===== config.mk =====
export PLATFORM = sky130hd
export DESIGN_NAME = vector_exchange_unit
export DESIGN_NICKNAME = d
export VERILOG_FILES = /design/src/rtl/accel_pkg.sv /design/src/rtl/vec_alu.sv /design/src/rtl/vector_exchange_unit.sv
export SDC_FILE = /design/constraint.sdc
export NUM_CORES = 2
export LEC_CHECK = 0
export CORE_MARGIN = 2
export CORE_UTILIZATION = 28
export CTS_CLUSTER_SIZE = 12
export DETAILED_ROUTE_END_ITERATION = 8
export HOLD_SLACK_MARGIN = 0.03
export REMOVE_ABC_BUFFERS = 1
export SLEW_MARGIN = 20
export SYNTH_ARGS = -nofsm -noshare
export SYNTH_HDL_FRONTEND = slang
export SYNTH_SLANG_ARGS = --single-unit

===== constraint.sdc =====
create_clock -name clk -period 5.1 [get_ports clk]
set_clock_uncertainty 0.15 [all_clocks]
set_input_delay 0.765 -clock clk [delete_from_list [all_inputs] [get_ports clk]]
set_output_delay 0.765 -clock clk [all_outputs]
set_load 0.01 [all_outputs]

===== src/rtl/accel_pkg.sv =====
// accel_pkg: shared opcode, error, state and vector types for the vector exchange unit
package accel_pkg;
  localparam int DATA_DEPTH_DEF = 8;
  localparam int ELEM_WIDTH_DEF = 16;
  typedef enum logic [2:0] {
    OP_NOP   = 3'd0,
    OP_LOAD  = 3'd1,
    OP_STORE = 3'd2,
    OP_COPY  = 3'd3,
    OP_ADD   = 3'd4,
    OP_SUB   = 3'd5,
    OP_MAX   = 3'd6
  } op_e;
  typedef enum logic [1:0] {
    ERR_NONE    = 2'd0,
    ERR_TIMEOUT = 2'd1,
    ERR_BAD_SRC = 2'd2
  } err_e;
  typedef enum logic [2:0] {
    S_IDLE,
    S_FETCH,
    S_WAIT_PEER,
    S_EXEC,
    S_DONE
  } state_e;
  typedef logic signed [ELEM_WIDTH_DEF-1:0] elem_t;
  typedef elem_t [DATA_DEPTH_DEF-1:0] vec_t;
  function automatic logic is_peer_op(input op_e op);
    return op inside {OP_COPY, OP_ADD, OP_SUB, OP_MAX};
  endfunction
endpackage


===== src/rtl/vec_alu.sv =====
// vec_alu: lane-parallel add/sub/max on signed elements; SATURATE_EN clamps add/sub
module vec_alu
  import accel_pkg::*;
#(
  parameter int DATA_DEPTH = 8,
  parameter int ELEM_WIDTH = 16
) (
  input  op_e                                op,
  input  logic [DATA_DEPTH*ELEM_WIDTH-1:0]   a,
  input  logic [DATA_DEPTH*ELEM_WIDTH-1:0]   b,
  output logic [DATA_DEPTH*ELEM_WIDTH-1:0]   y
);
  localparam int EW = ELEM_WIDTH;
  for (genvar i = 0; i < DATA_DEPTH; i++) begin : g_lane
    logic signed [EW-1:0] x, z;
    logic [EW-1:0] r;
    assign x = a[i*EW +: EW];
    assign z = b[i*EW +: EW];
`ifdef SATURATE_EN
    logic signed [EW:0] s;
    assign s = op == OP_SUB ? {x[EW-1], x} - {z[EW-1], z} : {x[EW-1], x} + {z[EW-1], z};
    // differing top bits of the widened result mean the lane overflowed
    assign r = s[EW] != s[EW-1] ? {s[EW], {(EW-1){~s[EW]}}} : s[EW-1:0];
`else
    assign r = op == OP_SUB ? x - z : x + z;
`endif
    assign y[i*EW +: EW] = op == OP_MAX ? (x > z ? x : z) : r;
  end
endmodule


===== src/rtl/vector_exchange_unit.sv =====
// vector_exchange_unit: vector accumulator with peer-bus ops; SATURATE_EN enables saturating add/sub
module vector_exchange_unit
  import accel_pkg::*;
#(
  parameter int UNIT_COUNT   = 4,
  parameter int DATA_DEPTH   = 8,
  parameter int ELEM_WIDTH   = 16,
  parameter int UID_W        = $clog2(UNIT_COUNT),
  parameter int WAIT_TIMEOUT = 15
) (
  input  logic                                       clk,
  input  logic                                       rst_n,
  input  logic [UID_W-1:0]                           unit_id,
  input  logic                                       cmd_valid,
  output logic                                       cmd_ready,
  input  logic [2:0]                                 cmd_op,
  input  logic [UID_W-1:0]                           cmd_src,
  input  logic [DATA_DEPTH*ELEM_WIDTH-1:0]           data_in,
  input  logic [UNIT_COUNT*DATA_DEPTH*ELEM_WIDTH-1:0] peer_data,
  input  logic [UNIT_COUNT-1:0]                      peer_valid,
  output logic [DATA_DEPTH*ELEM_WIDTH-1:0]           acc_out,
  output logic                                       acc_valid,
  output logic [DATA_DEPTH*ELEM_WIDTH-1:0]           res_data,
  output logic                                       res_valid,
  input  logic                                       res_ready,
  output logic                                       done,
  output logic [1:0]                                 err
);
  localparam int VW = DATA_DEPTH * ELEM_WIDTH;
  localparam int CW = $clog2(WAIT_TIMEOUT + 1);
  state_e           state;
  op_e              op_q;
  err_e             err_q;
  logic [UID_W-1:0] src_q;
  logic [VW-1:0]    din_q, acc, peer_vec, operand, alu_y;
  logic [CW-1:0]    cnt;
  logic             peer_ok, bad_src, self_src;
  always_comb begin
    peer_vec = '0;
    peer_ok  = 1'b0;
    for (int k = 0; k < UNIT_COUNT; k++)
      if (src_q == UID_W'(k)) begin
        peer_vec = peer_data[k*VW +: VW];
        peer_ok  = peer_valid[k];
      end
  end
  assign bad_src   = 32'(src_q) >= UNIT_COUNT;
  assign self_src  = src_q == unit_id;
  assign operand   = self_src ? acc : peer_vec;
  assign acc_out   = acc;
  assign cmd_ready = state == S_IDLE;
  assign done      = state == S_DONE && (!res_valid || res_ready);
  assign err       = err_q;
  vec_alu #(.DATA_DEPTH(DATA_DEPTH), .ELEM_WIDTH(ELEM_WIDTH)) u_alu (
    .op (op_q),
    .a  (acc),
    .b  (operand),
    .y  (alu_y)
  );
  always_ff @(posedge clk or negedge rst_n) begin
    if (!rst_n) begin
      state     <= S_IDLE;
      op_q      <= OP_NOP;
      src_q     <= '0;
      din_q     <= '0;
      acc       <= '0;
      acc_valid <= 1'b0;
      res_data  <= '0;
      res_valid <= 1'b0;
      cnt       <= '0;
      err_q     <= ERR_NONE;
    end else begin
      case (state)
        S_IDLE:
          if (cmd_valid) begin
            op_q  <= op_e'(cmd_op);
            src_q <= cmd_src;
            din_q <= data_in;
            err_q <= ERR_NONE;
            state <= S_FETCH;
          end
        S_FETCH: begin
          cnt <= '0;
          // a bad source still passes through EXEC, which skips the update while err is set
          if (is_peer_op(op_q) && bad_src) begin
            err_q <= ERR_BAD_SRC;
            state <= S_EXEC;
          end else
            state <= is_peer_op(op_q) && !self_src ? S_WAIT_PEER : S_EXEC;
        end
        S_WAIT_PEER:
          if (peer_ok)
            state <= S_EXEC;
          else if (cnt == CW'(WAIT_TIMEOUT - 1)) begin
            err_q <= ERR_TIMEOUT;
            state <= S_DONE;
          end else
            cnt <= cnt + 1'b1;
        S_EXEC: begin
          state <= S_DONE;
          if (err_q == ERR_NONE)
            case (op_q)
              OP_LOAD: begin
                acc       <= din_q;
                acc_valid <= 1'b1;
              end
              OP_COPY: begin
                acc       <= operand;
                acc_valid <= 1'b1;
              end
              OP_ADD, OP_SUB, OP_MAX: acc <= alu_y;
              OP_STORE: begin
                res_data  <= acc;
                res_valid <= 1'b1;
              end
              default: ;
            endcase
        end
        S_DONE:
          if (!res_valid || res_ready) begin
            res_valid <= 1'b0;
            state     <= S_IDLE;
          end
        default: state <= S_IDLE;
      endcase
    end
  end
endmodule


=== After elaboration in Yosys (flattened, before gate mapping) ===
Index checks and enable logic that the tools add are counted.
W data, S select, Z words.

* Output and inout bits: 262
* Bits in registers: 400

* Eq/ne operators: 31
* $add $sub $neg: 17
* Reduce and logical (&&, ||, !) cells: 30
* Multiplexer cells: 51
* $lt $le $gt $ge: 8

{| class="wikitable"
|+ Operators with widths
! kind !! count
|-
| $mux W128 || 5
|-
| $mux W16 || 24
|-
| $pmux W128 S3 || 1
|-
| $add A16 B16 Y16 || 8
|-
| $gt A16 B16 Y1 || 8
|-
| $sub A16 B16 Y16 || 8
|-
| $reduce_and A4 Y1 || 10
|-
| $ne A3 B3 Y1 const B || 9
|-
| $pmux W3 S5 || 1
|-
| $eq A3 B2 Y1 const B || 4
|-
| $eq A3 B3 Y1 const B || 4
|-
| $mux W3 || 4
|-
| $reduce_and A3 Y1 || 4
|-
| $ne A2 B2 Y1 const B || 5
|-
| $mux W1 || 8
|-
| $mux W4 || 2
|-
| $pmux W4 S2 || 1
|-
| $eq A3 B1 Y1 const B || 2
|-
| $mux W2 || 3
|-
| $reduce_bool A2 Y1 || 3
|-
| $add A4 B1 Y4 const B || 1
|-
| $eq A2 B2 Y1 const B || 2
|-
| $eq A4 B4 Y1 const B || 1
|-
| $logic_not A2 Y1 || 2
|-
| 14 further kinds || 17
|}

=== Depth between registers and ports, before layout ===
* Word-level depth: 10
* Depth in mapped cells: 23
* Gate-level depth less buffers: 16

=== Modules after synthesis ===
A second synthesis with hierarchy kept.

* Cell total of the unflattened synthesis: 4011
* Area total of the unflattened synthesis: 37930.1 µm²

{| class="wikitable"
|+ By module, submodules not included
! module !! times used !! cells each !! area an instance (µm²)
|-
| vector_exchange_unit || 1 || 1809 || 23332.4
|-
| vec_alu || 1 || 2202 || 14597.8
|}

=== Least setup slack after synthesis ===
OpenSTA, ideal clock, no wires.

* Path kind: input to register
* Start: in unit_id[0]
* End: reg acc[108] (netlist: acc_out[108])
* Setup slack: 0.221 ns
* Path buffers: 5
* Cell stages on the path: 20
* Setup time: 0.125 ns
* Arrival time: 4.604 ns
* Path through: xnor2_1 -> nand2_1 -> buf_2 -> buf_2 -> buf_2 -> clkbuf_1 -> nand2_1 -> o21ai_0 -> ha_1 -> inv_1 -> fa_1 -> nor2b_1 -> o21ai_0 -> a31oi_1 -> o31a_1 -> nor3_1 -> o211ai_1 -> a31oi_2 -> buf_4 -> mux2_2

* Cells in the longest elaborated chain, start to end: 6
* Elaborated cells between the ends (all ways): 11

{| class="wikitable"
|+ RTL lines
! element !! line !! source
|-
| start: declaration || vector_exchange_unit.sv:13 || <nowiki>input logic [UID_W-1:0] unit_id,</nowiki>
|-
| $eq A2 B2 Y1 (*) || vector_exchange_unit.sv:48 || <nowiki>assign self_src = src_q == unit_id;</nowiki>
|-
| $mux W128 (*) || vector_exchange_unit.sv:49 || <nowiki>assign operand = self_src ? acc : peer_vec;</nowiki>
|-
| $add A16 B16 Y16 / $sub A16 B16 Y16 (equally long branches) || vec_alu.sv:25 || <nowiki>assign r = op == OP_SUB ? x - z : x + z;</nowiki>
|-
| $mux W16 || vec_alu.sv:25 ||
|-
| $mux W16 || vec_alu.sv:27 || <nowiki>assign y[i*EW +: EW] = op == OP_MAX ? (x > z ? x : z) : r;</nowiki>
|-
| $pmux W128 S3 || vector_exchange_unit.sv:102 || <nowiki>case (op_q)</nowiki>
|-
| end signal: assignment || vector_exchange_unit.sv:104 || <nowiki>acc <= din_q;</nowiki>
|-
| end signal: assignment || vector_exchange_unit.sv:108 || <nowiki>acc <= operand;</nowiki>
|-
| end signal: assignment || vector_exchange_unit.sv:111 || <nowiki>OP_ADD, OP_SUB, OP_MAX: acc <= alu_y;</nowiki>
|-
| end: declaration || vector_exchange_unit.sv:35 || <nowiki>logic [VW-1:0] din_q, acc, peer_vec, operand, alu_y;</nowiki>
|}

Mark *: on every way between the ends. The rest lies on a longest branch, timed or not. The select of a mux whose other input is x is not followed.
A chain may end at the register's enable or synchronous reset.

=== Final worst setup path ===
* Start: reg src_q[0]
* End: reg acc[70] (netlist: acc_out[70])

* Cells in the longest elaborated chain, start to end: 10
* Elaborated cells between the ends (all ways): 19

{| class="wikitable"
|+ RTL lines
! element !! line !! source
|-
| start: declaration || vector_exchange_unit.sv:34 || <nowiki>logic [UID_W-1:0] src_q;</nowiki>
|-
| start signal: assignment || vector_exchange_unit.sv:77 || <nowiki>src_q <= cmd_src;</nowiki>
|-
| $logic_not A2 Y1 || vector_exchange_unit.sv:42 || <nowiki>if (src_q == UID_W'(k)) begin</nowiki>
|-
| $mux W128 (4 in series) || vector_exchange_unit.sv:42 ||
|-
| $mux W128 (*) || vector_exchange_unit.sv:49 ||
|-
| $add A16 B16 Y16 / $sub A16 B16 Y16 (equally long branches) || vec_alu.sv:25 ||
|-
| $mux W16 || vec_alu.sv:25 ||
|-
| $mux W16 || vec_alu.sv:27 ||
|-
| $pmux W128 S3 || vector_exchange_unit.sv:102 ||
|}

Marks and branches as above.

==> results.json <==
{
  "cts_tree": "done",
  "drv_slew": 0,
  "grt_pass1_wl_mm": 227,
  "die_area_mm2": 0.128,
  "r2r_start": "src_q[0]",
  "fillers": 12400,
  "critPathSlowestCell": "dfrtp_4",
  "crit_type": "reg2reg",
  "grtUsageMet3_pct": 5.76,
  "dpl-instance-area_mm2": 0.0474,
  "wl_per_cell_um": 25.0,
  "cts_buffers": 54,
  "path_cells": "buf_12 -> buf_4 -> mux4_2 -> mux2_2 -> ha_1 -> nor3_1 -> nand4_1 -> nor4_1 -> a21oi_1 -> a21o_1 -> a31oi_2 -> buf_4 -> mux2_2",
  "final_area_mm2": 0.0494,
  "fin_crit_sh_pct": 93.8,
  "async_flop_share_pct": 100,
  "outcome": "finished, final reports clean",
  "routed_wl_mm": 159,
  "syn-instance-count": 3744,
  "min_path_type": "reg2reg",
  "endpoint_kind": "flip-flop",
  "grt_max_degree": 151,
  "synth_top_area_share_pct": 28.4,
  "hold_viol": 0,
  "syn_area_mm2": 0.0352,
  "rsz0062_at_grt": "false",
  "drtAntennaViolNets": 0,
  "synth.largest_area_cell": "dfrtp_1",
  "layout_setup_ws_ns": 0.317,
  "ys.flop_type": "dfrtp_1",
  "ys_ff_latch": 399,
  "coreArea_mm2": 0.125,
  "hpwl_mm": 121,
  "antenna_found_initial": 34,
  "overflow": 0,
  "synth_most_common_cell": "dfrtp_1",
  "path_buf_inv": 3,
  "synth.distinct_cells": 89,
  "drc": 0,
  "viasPerCell": 5.34,
  "io_buffers": 915,
  "grtUsageMet1_pct": 29.8,
  "max-vdd-ir-drop_v": 0.000420,
  "gp_congestion": 0.903,
  "synth_area_per_cell_um2": 9.39,
  "place_ws_ns": -0.125,
  "synth_edf_count": 0,
  "clock_latency_ns": 0.65,
  "grtUsageTotal_pct": 23.9,
  "grt_busiest_layer": "met2",
  "area_growth_pct": 40.3,
  "ys_top_cells_by_area": "dfrtp_1 28%, mux2_2 13%, ha_1 9.7%",
  "crit_cells": 13,
  "max-cap-violations": 0,
  "power.leakage_nw": 20.6,
  "max_stage_delay_ns": 0.64,
  "met2_usage_pct": 40.2,
  "cp_max_fo": 41,
  "cts_max_level": 2,
  "nets": 5620,
  "fmax_ghz": 0.209,
  "critPathLaunch": "src_q[0]",
  "grt_pass1_vias": 33700,
  "rows": 130,
  "cp.required_ns": 5.47,
  "clk_pin_slew_ns": 0.06,
  "drive_above_1_share_pct": 18.8,
  "synth_common_cells": "399 x dfrtp_1, 391 x mux2_2, 273 x ha_1, 264 x a21oi_1, 257 x nor2_1",
  "powerDensity_mw_per_mm2": 867,
  "max_slew_margin_pct": 37.2,
  "cts-root-buf": "clkbuf_16",
  "initial_utilization_pct": 28.1,
  "ios": 917,
  "clock-sinks": 399,
  "tightest_slew_ns": 0.939,
  "die_w_um": 358,
  "finalCriticalPeriod_ns": 4.78,
  "setup.worst_path.start_class": "flip-flop",
  "crit_path_end": "acc_out[70]",
  "synth_warnings": 0,
  "ys_seq_area_share_pct": 28.4,
  "clockBufferDepth": 3,
  "worstPathArrival_ns": 5.15,
  "cp_top_family": "multiplexers",
  "multiInputGateArea_mm2": 0.0233,
  "vias": 34000,
  "rr_worst_depth": 13,
  "first_pass_iters": 6,
  "worst-r2r-setup-slack_ns": 0.32,
  "drtIter0Drc": 2546,
  "seq_area_mm2": 0.0100,
  "fp.dieH_um": 358,
  "setup_viol_count_final": 0,
  "reg2reg_to": "acc_out[70]"
}
worst min path at each step:
stage                 endpoint  slack (ns)  cells after the start      start
finish               acc_valid        0.31                      1  acc_valid
global route         acc_valid        0.32                      1  acc_valid
CTS                  acc_valid        0.31                      1  acc_valid
detailed placement   acc_valid        0.29                      1  acc_valid
global placement     acc_valid        0.29                      1  acc_valid
floorplan           acc_out[0]        0.32                      0      rst_n
through the flow:
step	utilization (%)	power (mW)	hold slack [ns]	setup TNS [ns]	instances
6_report	39.5	42.8	0.309	0	6376
5_1_grt	39.4	46.3	0.322	0	6373
4_1_cts	39.4	42.9	0.307	0	6368
3_5_place_dp	37.9	38.4	0.294	-1.02	6269
3_3_place_gp	37.9	38.2	0.289	-0.118	6269
2_1_floorplan	-	26.7	0.319	-1132.33	3495
power by group:
group	internal [mW]	total, mW	switching, mW
Sequential	4.67	6.72	2.05
Combinational	14.3	31.9	17.6
Clock	2.54	4.21	1.67
sequential cells by signal, indices dropped and copies added, names as in the netlist:
register,flops
src_q,2
cnt,4
din_q,128
acc_out,128
op_q,3
err,1
acc_valid,1
res_valid,1
state,3
res_data,128
layout by cell type (no fill, tap or decap), drive strengths merged, types with 12 or more instances in the layout:
cell	n
a221oi	14
a31oi	50
o221ai	13
o211ai	49
o21bai	34
nand2b	43
xor2	30
a22oi	46
clkinv	16
nor2	257
a211oi	46
nand3	39
o21a	18
dfrtp	399
o22ai	68
nand2	251
mux2i	61
and3	12
xnor2	90
or3	18
nor3	77
mux2	392
o31ai	45
inv	248
nand4	16
a21o	37
nor4	22
mux4	129
buf	210
a222oi	19
ha	273
nor2b	36
clkdlybuf4s50	914
o21ai	238
fa	16
a21oi	266
clkbuf	64
area by class of cell:
| type | instances | area share, % |
|---|---|---|
| multi-input cells | 2850 | 47.3 |
| repair buffers | 1125 | 22.4 |
| flip-flops and latches | 399 | 20.3 |
| well taps | 1650 | 4.18 |
| clock buffers | 64 | 2.94 |
| inverters | 246 | 1.89 |
| clock inverters | 34 | 0.966 |
| diodes | 8 | 0.0406 |
routing by layer:
layer	part of all wire, %	up-vias	wire (µm)
li1	-	15700	-
met5	0.067	-	107
met4	3.4	16	5360
met1	41	16700	65500
met2	47	1369	75400
met3	8.2	236	13100
cell families (layout without fill, tap and decap cells):
logic type                 Yosys count  count (layout)  share of synthesized area, %
buffers and inverters              495            1469                          5.64
and+or+nand+nor                    808             808                          10.5
adders and majority gates          289             289                          10.6
muxes                              582             582                          22.5
xor gates and xnor gates           120             120                          2.99
DFF                                399             399                          28.4
AOI/OAI and AO/OA                 1050            1050                          19.3
other                                1               9                        0.0107
repair_timing:
action,4_1_cts,5_1_grt
hold buffers,1,0
resized for setup,0,4
setup buffers,0,0
endpoints found under the hold margin,9,0
endpoints found under the setup margin,0,9
No activity file was read; power rests on OpenSTA's default activity.
